## src/rtl/fb_write_arbiter.sv

```systemverilog
// Framebuffer write arbiter: PPU > clear-fill > debug, with a registered write port.
// Define FB_ARB_DBG_EN to enable the debug write port; otherwise it is never granted.
module fb_write_arbiter #(
    parameter int unsigned FB_WORDS = 23040
) (
    input  logic        clk,
    input  logic        rst,
    input  logic        ppu_we,
    input  logic [14:0] ppu_addr,
    input  logic [1:0]  ppu_color,
    input  logic        clr_start,
    input  logic [1:0]  clr_color,
    output logic        clr_busy,
    output logic        clr_done,
    input  logic        dbg_valid,
    input  logic [14:0] dbg_addr,
    input  logic [1:0]  dbg_color,
    output logic        dbg_ready,
    output logic        fb_we,
    output logic [14:0] fb_addr,
    output logic [1:0]  fb_din,
    output logic [1:0]  grant
);

    localparam logic [1:0] S_IDLE  = 2'd0;
    localparam logic [1:0] S_CLEAR = 2'd1;
    localparam logic [1:0] S_DONE  = 2'd2;

    localparam logic [1:0] G_NONE  = 2'b00;
    localparam logic [1:0] G_PPU   = 2'b01;
    localparam logic [1:0] G_CLEAR = 2'b10;
    localparam logic [1:0] G_DBG   = 2'b11;

    localparam logic [14:0] LP_LAST  = 15'(FB_WORDS - 1);
    localparam logic [15:0] LP_WORDS = 16'(FB_WORDS);

    logic [1:0]  r_state;
    logic [14:0] r_cnt;
    logic [1:0]  r_clr_color;
    logic        r_fb_we;
    logic [14:0] r_fb_addr;
    logic [1:0]  r_fb_din;
    logic [1:0]  r_grant;

    logic        w_dbg_ready;
    logic [1:0]  w_grant;
    logic [14:0] w_addr;
    logic [1:0]  w_din;
    logic        w_clr_win;
    logic        w_in_range;

`ifdef FB_ARB_DBG_EN
    assign w_dbg_ready = ~ppu_we & (r_state != S_CLEAR);
`else
    assign w_dbg_ready = 1'b0;
`endif

    always_comb begin
        w_grant = G_NONE;
        w_addr  = '0;
        w_din   = '0;
        if (ppu_we) begin
            w_grant = G_PPU;
            w_addr  = ppu_addr;
            w_din   = ppu_color;
        end else if (r_state == S_CLEAR) begin
            w_grant = G_CLEAR;
            w_addr  = r_cnt;
            w_din   = r_clr_color;
        end else if (dbg_valid & w_dbg_ready) begin
            w_grant = G_DBG;
            w_addr  = dbg_addr;
            w_din   = dbg_color;
        end
    end

    assign w_clr_win  = (w_grant == G_CLEAR);
    assign w_in_range = ({1'b0, w_addr} < LP_WORDS);

    always_ff @(posedge clk) begin
        if (rst) begin
            r_state     <= S_IDLE;
            r_cnt       <= '0;
            r_clr_color <= '0;
        end else begin
            case (r_state)
                S_IDLE: begin
                    if (clr_start) begin
                        r_state     <= S_CLEAR;
                        r_cnt       <= '0;
                        r_clr_color <= clr_color;
                    end
                end
                S_CLEAR: begin
                    // Counter only advances when the fill actually owns the write port.
                    if (w_clr_win) begin
                        r_cnt <= r_cnt + 15'd1;
                        if (r_cnt == LP_LAST) begin
                            r_state <= S_DONE;
                        end
                    end
                end
                S_DONE:  r_state <= S_IDLE;
                default: r_state <= S_IDLE;
            endcase
        end
    end

    always_ff @(posedge clk) begin
        if (rst) begin
            r_fb_we   <= 1'b0;
            r_fb_addr <= '0;
            r_fb_din  <= '0;
            r_grant   <= G_NONE;
        end else begin
            r_fb_we   <= (w_grant != G_NONE) & w_in_range;
            r_fb_addr <= w_addr;
            r_fb_din  <= w_din;
            r_grant   <= w_grant;
        end
    end

    assign clr_busy  = (r_state == S_CLEAR);
    assign clr_done  = (r_state == S_DONE);
    assign dbg_ready = w_dbg_ready;
    assign fb_we     = r_fb_we;
    assign fb_addr   = r_fb_addr;
    assign fb_din    = r_fb_din;
    assign grant     = r_grant;

endmodule

```

## config.mk

```make
export PLATFORM = sky130hd
export DESIGN_NAME = fb_write_arbiter
export DESIGN_NICKNAME = d
export VERILOG_FILES = /design/src/rtl/fb_write_arbiter.sv
export SDC_FILE = /design/constraint.sdc
export NUM_CORES = 1
export LEC_CHECK = 0
export BUFFER_PORTS_ARGS = -buffer_cell sky130_fd_sc_hd__buf_2
export CORE_MARGIN = 1.5
export CORE_UTILIZATION = 28
export DETAILED_ROUTE_END_ITERATION = 7
export GPL_TIMING_DRIVEN = 1
export PLACE_DENSITY_LB_ADDON = 0.12
export SKIP_LAST_GASP = 1
export SYNTH_ARGS = -nofsm -noshare
export SYNTH_HDL_FRONTEND = slang
export SYNTH_SLANG_ARGS = --single-unit
```

## constraint.sdc

```tcl
create_clock -name clk -period 3.33 [get_ports clk]
set_input_delay 0.666 -clock clk [delete_from_list [all_inputs] [get_ports clk]]
set_output_delay 0.666 -clock clk [all_outputs]
set_load 0.01 [all_outputs]
```

==> impl_metrics.yaml, run 1 <==
drt:
  wl_per_cell_um: 12.2
  wirelength_um: 3510
  vias: 1349
  drtIter0Drc: 35
  dr.pass1.iters: 4
  ant_nets: 0
  via_per_inst: 4.68
  drt_drc_violations_left: 0
clocking:
  clk_pin_slew_ns: 0.07
  cts_sinks: 39
  post_cts_resized: 0
  cts_buffers: 5
  htree_levels: 2
  clkLatencyLatePin_ns: 0.29
  cts.hold.buffers_added: 0
  clk_path_buf_depth: 2
  post-cts-setup-buffers: 0
  cts_tree: "built"
  cts_root_buffer: "clkbuf_8"
floorplan:
  die_width_um: 79.7
  core_region_area_um2: 5570
  ios: 64
  die_h_um: 79.7
  initial_utilization_pct: 29.5
  dieArea_um2: 6340
  core.rowCount: 27
worst_setup_path:
  path_cells: "or2b_1 > inv_1 > buf_2"
  crit_slowest_cell: "dfxtp_1"
  critPathLaunchType: "flip-flop"
  path_max_fanout: 9
  cp.required_ns: 2.66
  reg2reg_from: "r_cnt[0]"
  crit_path_start: "r_state[1]"
  crit_path_max_incr_delay_ns: 0.48
  path_class: "flip-flop to primary output"
  worstPathArrival_ns: 1.35
  crit_path_end_kind: "primary output"
pwr:
  seqPwrFrac_pct: 55.3
  switching_share_pct: 23.0
  p_int_uw: 675
  power_frac_clock_pct: 36.1
  irDropWorstVdd_mv: 0.140
  p_per_area_nw_per_um2: 440
  p_switching_uw: 202
  leakage_nw: 0.832
  p_total_uw: 877
  combPwrFrac_pct: 8.6
sta:
  tightest_slew_ns: 0.768
  fmax_mhz: 497
  finalWorstSetupSlack_ns: 1.32
  setup-violations-final: 0
  fin_skew_ns: 0.00834
  fin_crit_sh_pct: 60.5
  hold_viol: 0
  rsz0062_at_grt: "no"
  min_period_ns: 2.01
  fin_tns_setup_ns: 0
  drv_slew: 0
  relSlewSlack_pct: 48.7
global_route:
  antenna_found_initial: 0
  grt_pass1_wl_um: 6000
  grt_use_total_pct: 12.3
  gr-total-overflow: 0
  grt_pass1_vias: 1319
  grt_max_degree: 21
cells_and_area:
  drive_above_1_share_pct: 26.4
  register_area_um2: 781
  multi_input_area_um2: 785
  nFillCells: 606
  final_cell_mix: "44 x buf_2, 39 x dfxtp_1, 13 x a21oi_1, 13 x nor2_1, 12 x nand2_1"
  diodes: 0
  final_common_cell: "buf_2"
  fin_nets: 258
  area_growth_pct: 21.1
hold_path:
  hold_class: "flip-flop to flip-flop"
  min_from: "r_clr_color[0]"
synth:
  synth_edf_count: 0
  postSynthAreaPerCell_um2: 9.40
  synth.distinct_cells: 44
  synthCells: 175
  yosys_warnings: 0
  async_flop_share_pct: 0
  syn_nets: 217
  ys_seq_area_share_pct: 47.5
  synth-main-ff-cell: "dfxtp_1"
  ys_seq_elements: 39
  netlist_area_um2: 1650
placement:
  io_buffers: 44
  gp_congestion: 0.680
  place_ws_ns: 1.15
  dp.final_hpwl_um: 2650
flow_run:
  max_cap_violations: 0
run_status:
  status: "finished, final reports clean"
==> worst max-delay path, delay by kind of cell (launching register included) <==
kind | cells | cell delay, ns
and+or+nand+nor | 1 | 0.30
DFF | 1 | 0.48
buffers and inverters | 2 | 0.29
==> final cells by class <==
cell class	count	share of cell area, %
Tap cell	72	4.52
Sequential cell	39	39.2
Clock buffer	6	4.14
Timing Repair Buffer	45	11.4
Inverter	6	1.13
Clock inverter	1	0.251
Multi-Input combinational cell	119	39.4
==> per-layer routing <==
metal | vias to the layer above | part of all wire [%] | GRT usage [%] | wire (µm)
met5 | - | 0 | 0 | 0
met4 | 0 | 2.2 | 6.32 | 78
met3 | 8 | 6.0 | 3.66 | 209
met2 | 39 | 44 | 19.0 | 1540
met1 | 598 | 48 | 15.5 | 1680
li1 | 704 | - | - | -
==> cells in the mapped netlist, drive strengths merged, types with 2 or more instances <==
master,instances,area (µm²)
dfxtp,39,781
a21oi,14,73.8
nor2,13,48.8
nand2,12,45.0
a22o,11,96.3
buf,6,38.8
inv,6,22.5
or3,6,37.5
xnor2,6,52.6
a211oi,5,37.5
clkbuf,5,18.8
nand3,5,25.0
nand3b,4,30.0
nor3,4,20.0
a21o,3,30.0
mux2i,3,30.0
o21ai,3,15.0
o31ai,3,22.5
or4,3,26.3
nand2b,2,12.5
nor3b,2,15.0
nor4,2,12.5
o21a,2,15.0
==> sequential cells by signal, indices dropped and copies added, names as in the netlist <==
register and count:
fb_addr 15, r_state 2, r_cnt 15, fb_we 1, fb_din 2, grant 2
r_clr_color 2
==> final timing paths <==
path | cells after the start | end | slack [ns]
max reg2reg | 5 | r_cnt[12] | 1.55
min reg2reg | 1 | fb_din[0] | 0.47
max | 3 | clr_busy | 1.32
min | 1 | fb_din[0] | 0.47
==> stage by stage <==
| stage | cells | util (%) | cell area [µm²] | hold slack, ns |
|---|---|---|---|---|
| 2_1_floorplan | 175 | - | 1650 | 0.442 |
| 3_3_place_gp | 281 | 34.2 | 1910 | 0.452 |
| 3_5_place_dp | 281 | 34.2 | 1910 | 0.459 |
| 4_1_cts | 288 | 35.8 | 1990 | 0.480 |
| 5_1_grt | 288 | 35.8 | 1990 | 0.520 |
| 6_report | 288 | 35.8 | 1990 | 0.474 |
==> kinds of logic after synthesis <==
| family | count (synthesis) | share of synthesized area [%] |
|---|---|---|
| other | 1 | 0.228 |
| buffers and inverters | 17 | 4.87 |
| AOI/OAI and AO/OA | 45 | 19.8 |
| and+or+nand+nor | 63 | 21.9 |
| muxes | 3 | 1.83 |
| xor gates and xnor gates | 6 | 3.19 |
| adders and majority gates | 1 | 0.760 |
| DFF | 39 | 47.5 |
==> power groups by stage <==
stage          combinational [mW]  clock, mW  sequential (mW)
2_1_floorplan              0.0418          0            0.501
3_3_place_gp               0.0773          0            0.496
3_5_place_dp               0.0770          0            0.496
4_1_cts                    0.0771      0.331            0.485
5_1_grt                    0.0861      0.344            0.487
6_report                   0.0754      0.317            0.485
(Power assumes the default switching activity.)
==> run 2: changes to the inputs <==
--- a/config.mk
+++ b/config.mk
@@ -5,6 +5,7 @@
 export SDC_FILE = /design/constraint.sdc
 export NUM_CORES = 1
 export LEC_CHECK = 0
+export ABC_AREA = 1
 export BUFFER_PORTS_ARGS = -buffer_cell sky130_fd_sc_hd__buf_2
 export CORE_MARGIN = 1.5
 export CORE_UTILIZATION = 28
==> constraint.sdc (replaced) <==
create_clock -name clk -period 2.1 [get_ports clk]
set_input_delay 0.42 -clock clk [delete_from_list [all_inputs] [get_ports clk]]
set_output_delay 0.42 -clock clk [all_outputs]
set_load 0.01 [all_outputs]
==> run 2 against run 1 <==
- combinational power is 140% higher
- largest power group unchanged
- critical path type unchanged
- clock-buffer cell count stayed put
- largest cell class unchanged
- sequential share of layout area is 3.6 points lower
==> impl_metrics.yaml, run 2 <==
worst_setup_path:
  path_class: "flip-flop to primary output"
  rr_endpoint: "r_cnt[8]"
  r2r_cells: 8
  r2r_slack_ns: 0.57
  cp.required_ns: 1.68
  critPathLaunchType: "flip-flop"
  crit_slowest_cell: "dfxtp_1"
  crit_path_end: "clr_busy"
  crit_path_end_kind: "primary output"
  crit_path_start: "r_state[0]"
  crit_path_max_incr_delay_ns: 0.54
  worstPathArrival_ns: 1.28
  path_cells: "inv_2 > nor2_4 > buf_2"
  path_max_fanout: 9
  reg2reg_from: "r_cnt[1]"
clocking:
  cts.hold.buffers_added: 0
  cts_tree: "built"
  post-cts-setup-buffers: 0
  clk_pin_slew_ns: 0.08
  cts_sinks: 39
  cts_buffers: 5
  clkLatencyLatePin_ns: 0.29
  cts_root_buffer: "clkbuf_8"
  post_cts_resized: 0
  htree_levels: 2
  clk_path_buf_depth: 2
global_route:
  antenna_found_initial: 0
  grt_pass1_wl_um: 7130
  grt_max_degree: 13
  grt_use_total_pct: 12.7
  grt_pass1_vias: 1525
  gr-total-overflow: 0
pwr:
  leakage_nw: 1.03
  irDropWorstVdd_mv: 0.283
  p_per_area_nw_per_um2: 735
sta:
  tightest_slew_ns: 0.820
  setup-violations-final: 0
  relSlewSlack_pct: 45.1
  min_period_ns: 1.70
  finalWorstSetupSlack_ns: 0.398
  fin_skew_ns: 0.00497
  fmax_mhz: 588
  fin_tns_setup_ns: 0
  hold_viol: 0
  drv_slew: 0
  rsz0062_at_grt: "no"
  fin_crit_sh_pct: 81.0
synth:
  synth-simple-area-share_pct: 32.7
  synth.distinct_cells: 30
  synth_compound_area_share_pct: 12.7
  netlist_area_um2: 1820
  syn_nets: 286
  yosysMostFrequentCell: "nand2_1"
  async_flop_share_pct: 0
  ys_seq_area_share_pct: 42.9
  postSynthAreaPerCell_um2: 7.47
  synth-xor-area-share_pct: 0
  yosysTopAreaCellShare_pct: 42.9
  yosys_warnings: 0
  synth_top_family_by_area: "simple AND/OR/NAND/NOR gates"
  synth_edf_count: 0
  yosys.area.top_type: "dfxtp_1"
  synth-main-ff-cell: "dfxtp_1"
  synth_common_cells: "54 x nand2_1, 39 x dfxtp_1, 31 x inv_1, 31 x nor2_1, 13 x nand3_1"
  synth_mux_area_share_pct: 0
  synthTopCellsByArea: "dfxtp_1 43%, nand2_1 11%, inv_1 6.4%, nor2_1 6.4%, o21ai_2 5.3%"
  synth-adder-area-share_pct: 0.687
  ys_seq_elements: 39
  synthCells: 244
drt:
  dr.pass1.iters: 4
  drt_drc_violations_left: 0
  via_per_inst: 4.31
  vias: 1578
  wl_per_cell_um: 10.8
  drtIter0Drc: 73
  wirelength_um: 3960
  ant_nets: 0
cells_and_area:
  area_growth_pct: 20.6
  final_cell_mix: "54 x nand2_1, 44 x buf_2, 39 x dfxtp_1, 31 x nor2_1, 31 x inv_1"
  multi_input_area_um2: 843
  nFillCells: 723
  drive_above_1_share_pct: 30.4
  fin_nets: 330
  register_area_um2: 781
  diodes: 0
  final_common_cell: "nand2_1"
placement:
  place_ws_ns: 0.342
  gp_congestion: 0.758
  dp.final_hpwl_um: 3000
  io_buffers: 44
floorplan:
  die_h_um: 83.7
  core.rowCount: 29
  core_region_area_um2: 6310
  ios: 64
  dieArea_um2: 7000
  initial_utilization_pct: 28.9
  die_width_um: 83.7
run_status:
  status: "finished, final reports clean"
flow_run:
  max_cap_violations: 0
hold_path:
  hold_class: "input port to flip-flop"
-- run 2: cell count changes after synthesis, sizes merged, moves of 5 or more --
cell,previous run,this run
nand2,12,62
clkbuf,5,0
nand3,5,13
o21ai,3,21
inv,6,37
nor2,13,36
or3,6,0
xnor2,6,0
a21oi,14,9
a22o,11,0
-- run 2: worst min path at each step --
| stage | startpoint | endpoint | slack [ns] | cells past startpoint |
|---|---|---|---|---|
| after floorplan | r_clr_color[0] | r_clr_color[0] | 0.44 | 2 |
| after global placement | r_clr_color[0] | r_clr_color[0] | 0.46 | 2 |
| after detailed placement | r_clr_color[0] | r_clr_color[0] | 0.46 | 2 |
| after CTS | ppu_color[1] | fb_din[1] | 0.32 | 3 |
| after global routing | ppu_addr[5] | fb_addr[5] | 0.33 | 3 |
| final | ppu_addr[3] | fb_addr[3] | 0.32 | 3 |
-- run 2: cell type report --
type,instances,share of cell area (%)
clock buffer,6,3.76
clock inverter,2,1.59
inverter,37,6.32
multi-input combinational,161,38.4
sequential,39,35.5
tap,77,4.38
timing repair buffer,44,10.0
-- run 2: report_power, final --
part	switching (mW)	total, mW	leakage, nW	internal [mW]
registers	0.0144	0.782	0.319	0.767
clock network	0.271	0.656	0.0612	0.385
logic	0.112	0.178	0.646	0.0660
-- run 2: metrics by stage --
stage / cell area, µm² / power, mW / util (%) / instances / hold slack [ns]
after floorplan: 1820 / 0.929 / - / 244 / 0.441
after global placement: 2080 / 0.980 / 32.9 / 358 / 0.456
after detailed placement: 2080 / 0.982 / 32.9 / 358 / 0.457
after CTS: 2200 / 1.64 / 34.8 / 366 / 0.319
after global routing: 2200 / 1.70 / 34.8 / 366 / 0.333
final: 2200 / 1.62 / 34.8 / 366 / 0.324
-- run 2: cell families after synthesis --
family	Yosys count
adders and majority gates	1
AOI/OAI and AO/OA	35
other	1
buffers and inverters	44
DFF	39
and+or+nand+nor	124
-- run 2: critical path, delay by kind of cell, from the launching register on --
kind	cells	cell delay [ns]
buf+inv	2	0.25
flops	1	0.54
simple gates	1	0.20
-- run 2: routing by layer --
layer | up-vias | wire length (µm) | GRT usage (%)
met5 | - | 0 | 0
met4 | 0 | 59 | 4.47
met3 | 5 | 170 | 2.67
met2 | 34 | 1720 | 20.7
met1 | 691 | 2020 | 16.5
li1 | 848 | - | -
==> run 3: changes to the inputs <==
==> constraint.sdc (replaced) <==
create_clock -name clk -period 1.55 [get_ports clk]
set_input_delay 0.31 -clock clk [delete_from_list [all_inputs] [get_ports clk]]
set_output_delay 0.31 -clock clk [all_outputs]
set_load 0.01 [all_outputs]
==> run 3 against run 2 <==
- total power increased by 23%
- utilization increased by 0.24 points
- worst hold slack got worse by 0.10 ns
- global-route usage decreased by 0.13 points
- clock skew about the same
- via count decreased by 0.13%
- sequential power increased by 36%
- final area increased by 0.68%
- die area unchanged
- critical path type unchanged
- largest cell class unchanged
==> impl_metrics.yaml, run 3 (synthesis gave the netlist of run 2 again) <==
run_status:
  status: "finished, final reports clean"
global_route:
  grt_pass1_wl_um: 7040
  gr-total-overflow: 0
  grt_pass1_vias: 1508
  grt_use_total_pct: 12.5
  antenna_found_initial: 0
  grt_max_degree: 13
drt:
  drt_drc_violations_left: 0
  via_per_inst: 4.24
  wl_per_cell_um: 10.6
  drtIter0Drc: 41
  ant_nets: 0
  dr.pass1.iters: 4
  vias: 1576
  wirelength_um: 3940
cells_and_area:
  diodes: 0
  drive_above_1_share_pct: 31.9
  final_cell_mix: "54 x nand2_1, 44 x buf_2, 38 x dfxtp_1, 31 x nor2_1, 31 x inv_1"
  final_common_cell: "nand2_1"
  area_growth_pct: 21.4
  fin_nets: 336
floorplan:
  die_width_um: 83.7
  initial_utilization_pct: 28.9
  dieArea_um2: 7000
  die_h_um: 83.7
  ios: 64
  core.rowCount: 29
  core_region_area_um2: 6310
placement:
  io_buffers: 44
  dp.final_hpwl_um: 3040
  gp_congestion: 0.726
clocking:
  cts.hold.buffers_added: 0
  clk_path_buf_depth: 2
  clkLatencyLatePin_ns: 0.28
  cts_root_buffer: "clkbuf_8"
  clk_pin_slew_ns: 0.08
  cts_sinks: 39
  cts_tree: "built"
  cts_buffers: 5
  post-cts-setup-buffers: 0
  htree_levels: 2
sta:
  fin_skew_ns: 0.00469
  fmax_mhz: 688
  drv_slew: 0
  fin_hold_ws_ns: 0.219
  fin_crit_sh_pct: 93.7
  setup-violations-final: 0
  relSlewSlack_pct: 43.4
  rsz0062_at_grt: "yes"
  tightest_slew_ns: 0.846
  min_period_ns: 1.45
  hold_viol: 0
worst_setup_path:
  cp.required_ns: 1.24
  path_class: "flip-flop to primary output"
  path_max_fanout: 9
  crit_path_end_kind: "primary output"
  worstPathArrival_ns: 1.14
  critPathLaunchType: "flip-flop"
pwr:
  p_total_mw: 1.98
  p_per_area_nw_per_um2: 895
  irDropWorstVdd_mv: 0.337
  leakage_nw: 1.04
flow_run:
  max_cap_violations: 0
hold_path:
  hold_class: "input port to flip-flop"
run 3: cell types whose count changed in the layout (fill, tap and decap cells not counted), sizes merged:
cell    previous run  this run
buf               44        50
clkbuf             6         7
bufinv             1         0
run 3: final timing paths:
kind                   from  slack, ns  cells after the start              to
min reg2reg  r_clr_color[0]       0.47                      2  r_clr_color[0]
max              r_state[0]        0.1                      4        clr_busy
min            ppu_color[0]       0.22                      3       fb_din[0]
max reg2reg        r_cnt[1]       0.21                      8       r_cnt[12]
run 3: report_power, final:
group,switching [mW],internal [mW]
sequential,0.0192,1.04
combinational,0.153,0.0991
clock,0.352,0.316
total,0.525,1.46
run 3: timing repair:
action / in CTS / in global routing
setup endpoints to repair: 1 / 3
resized for setup: 1 / 2
endpoints found under the hold margin: 0 / 0
run 3: layer usage:
| layer | GRT usage (%) | part of all wire [%] |
|---|---|---|
| met2 | 19.4 | 44 |
| met3 | 3.36 | 4.3 |
| met4 | 4.92 | 1.2 |
| met1 | 16.6 | 50 |
| met5 | 0 | 0 |
run 3: area by class of cell:
class                           instances  area, µm²
Sequential cell                        39        785
Timing Repair Buffer                   50        265
Clock buffer                            7       76.3
Fill cell                             726       4100
Tap cell                               77       96.3
Clock inverter                          1       5.00
Multi-Input combinational cell        161        846
Inverter                               37        139
run 3: worst max-delay path, stage by stage, from the launching register on:
cell     delay [ns]
dfxtp_4        0.40
inv_2          0.05
nor2_4         0.12
buf_4          0.15
buf_2          0.13
run 3: through the flow:
| stage | setup TNS (ns) | cell area (µm²) | cells | setup WS, ns | utilization (%) |
|---|---|---|---|---|---|
| CTS | 0 | 2210 | 372 | 0.0332 | 35.0 |
| floorplan | 0 | 1820 | 244 | 0.242 | - |
| detailed placement | 0 | 2120 | 364 | 0.0165 | 33.7 |
| global route | -0.0229 | 2210 | 372 | -0.0229 | 35.0 |
| finish | 0 | 2210 | 372 | 0.0974 | 35.0 |
| global placement | 0 | 2120 | 364 | 0.0560 | 33.7 |
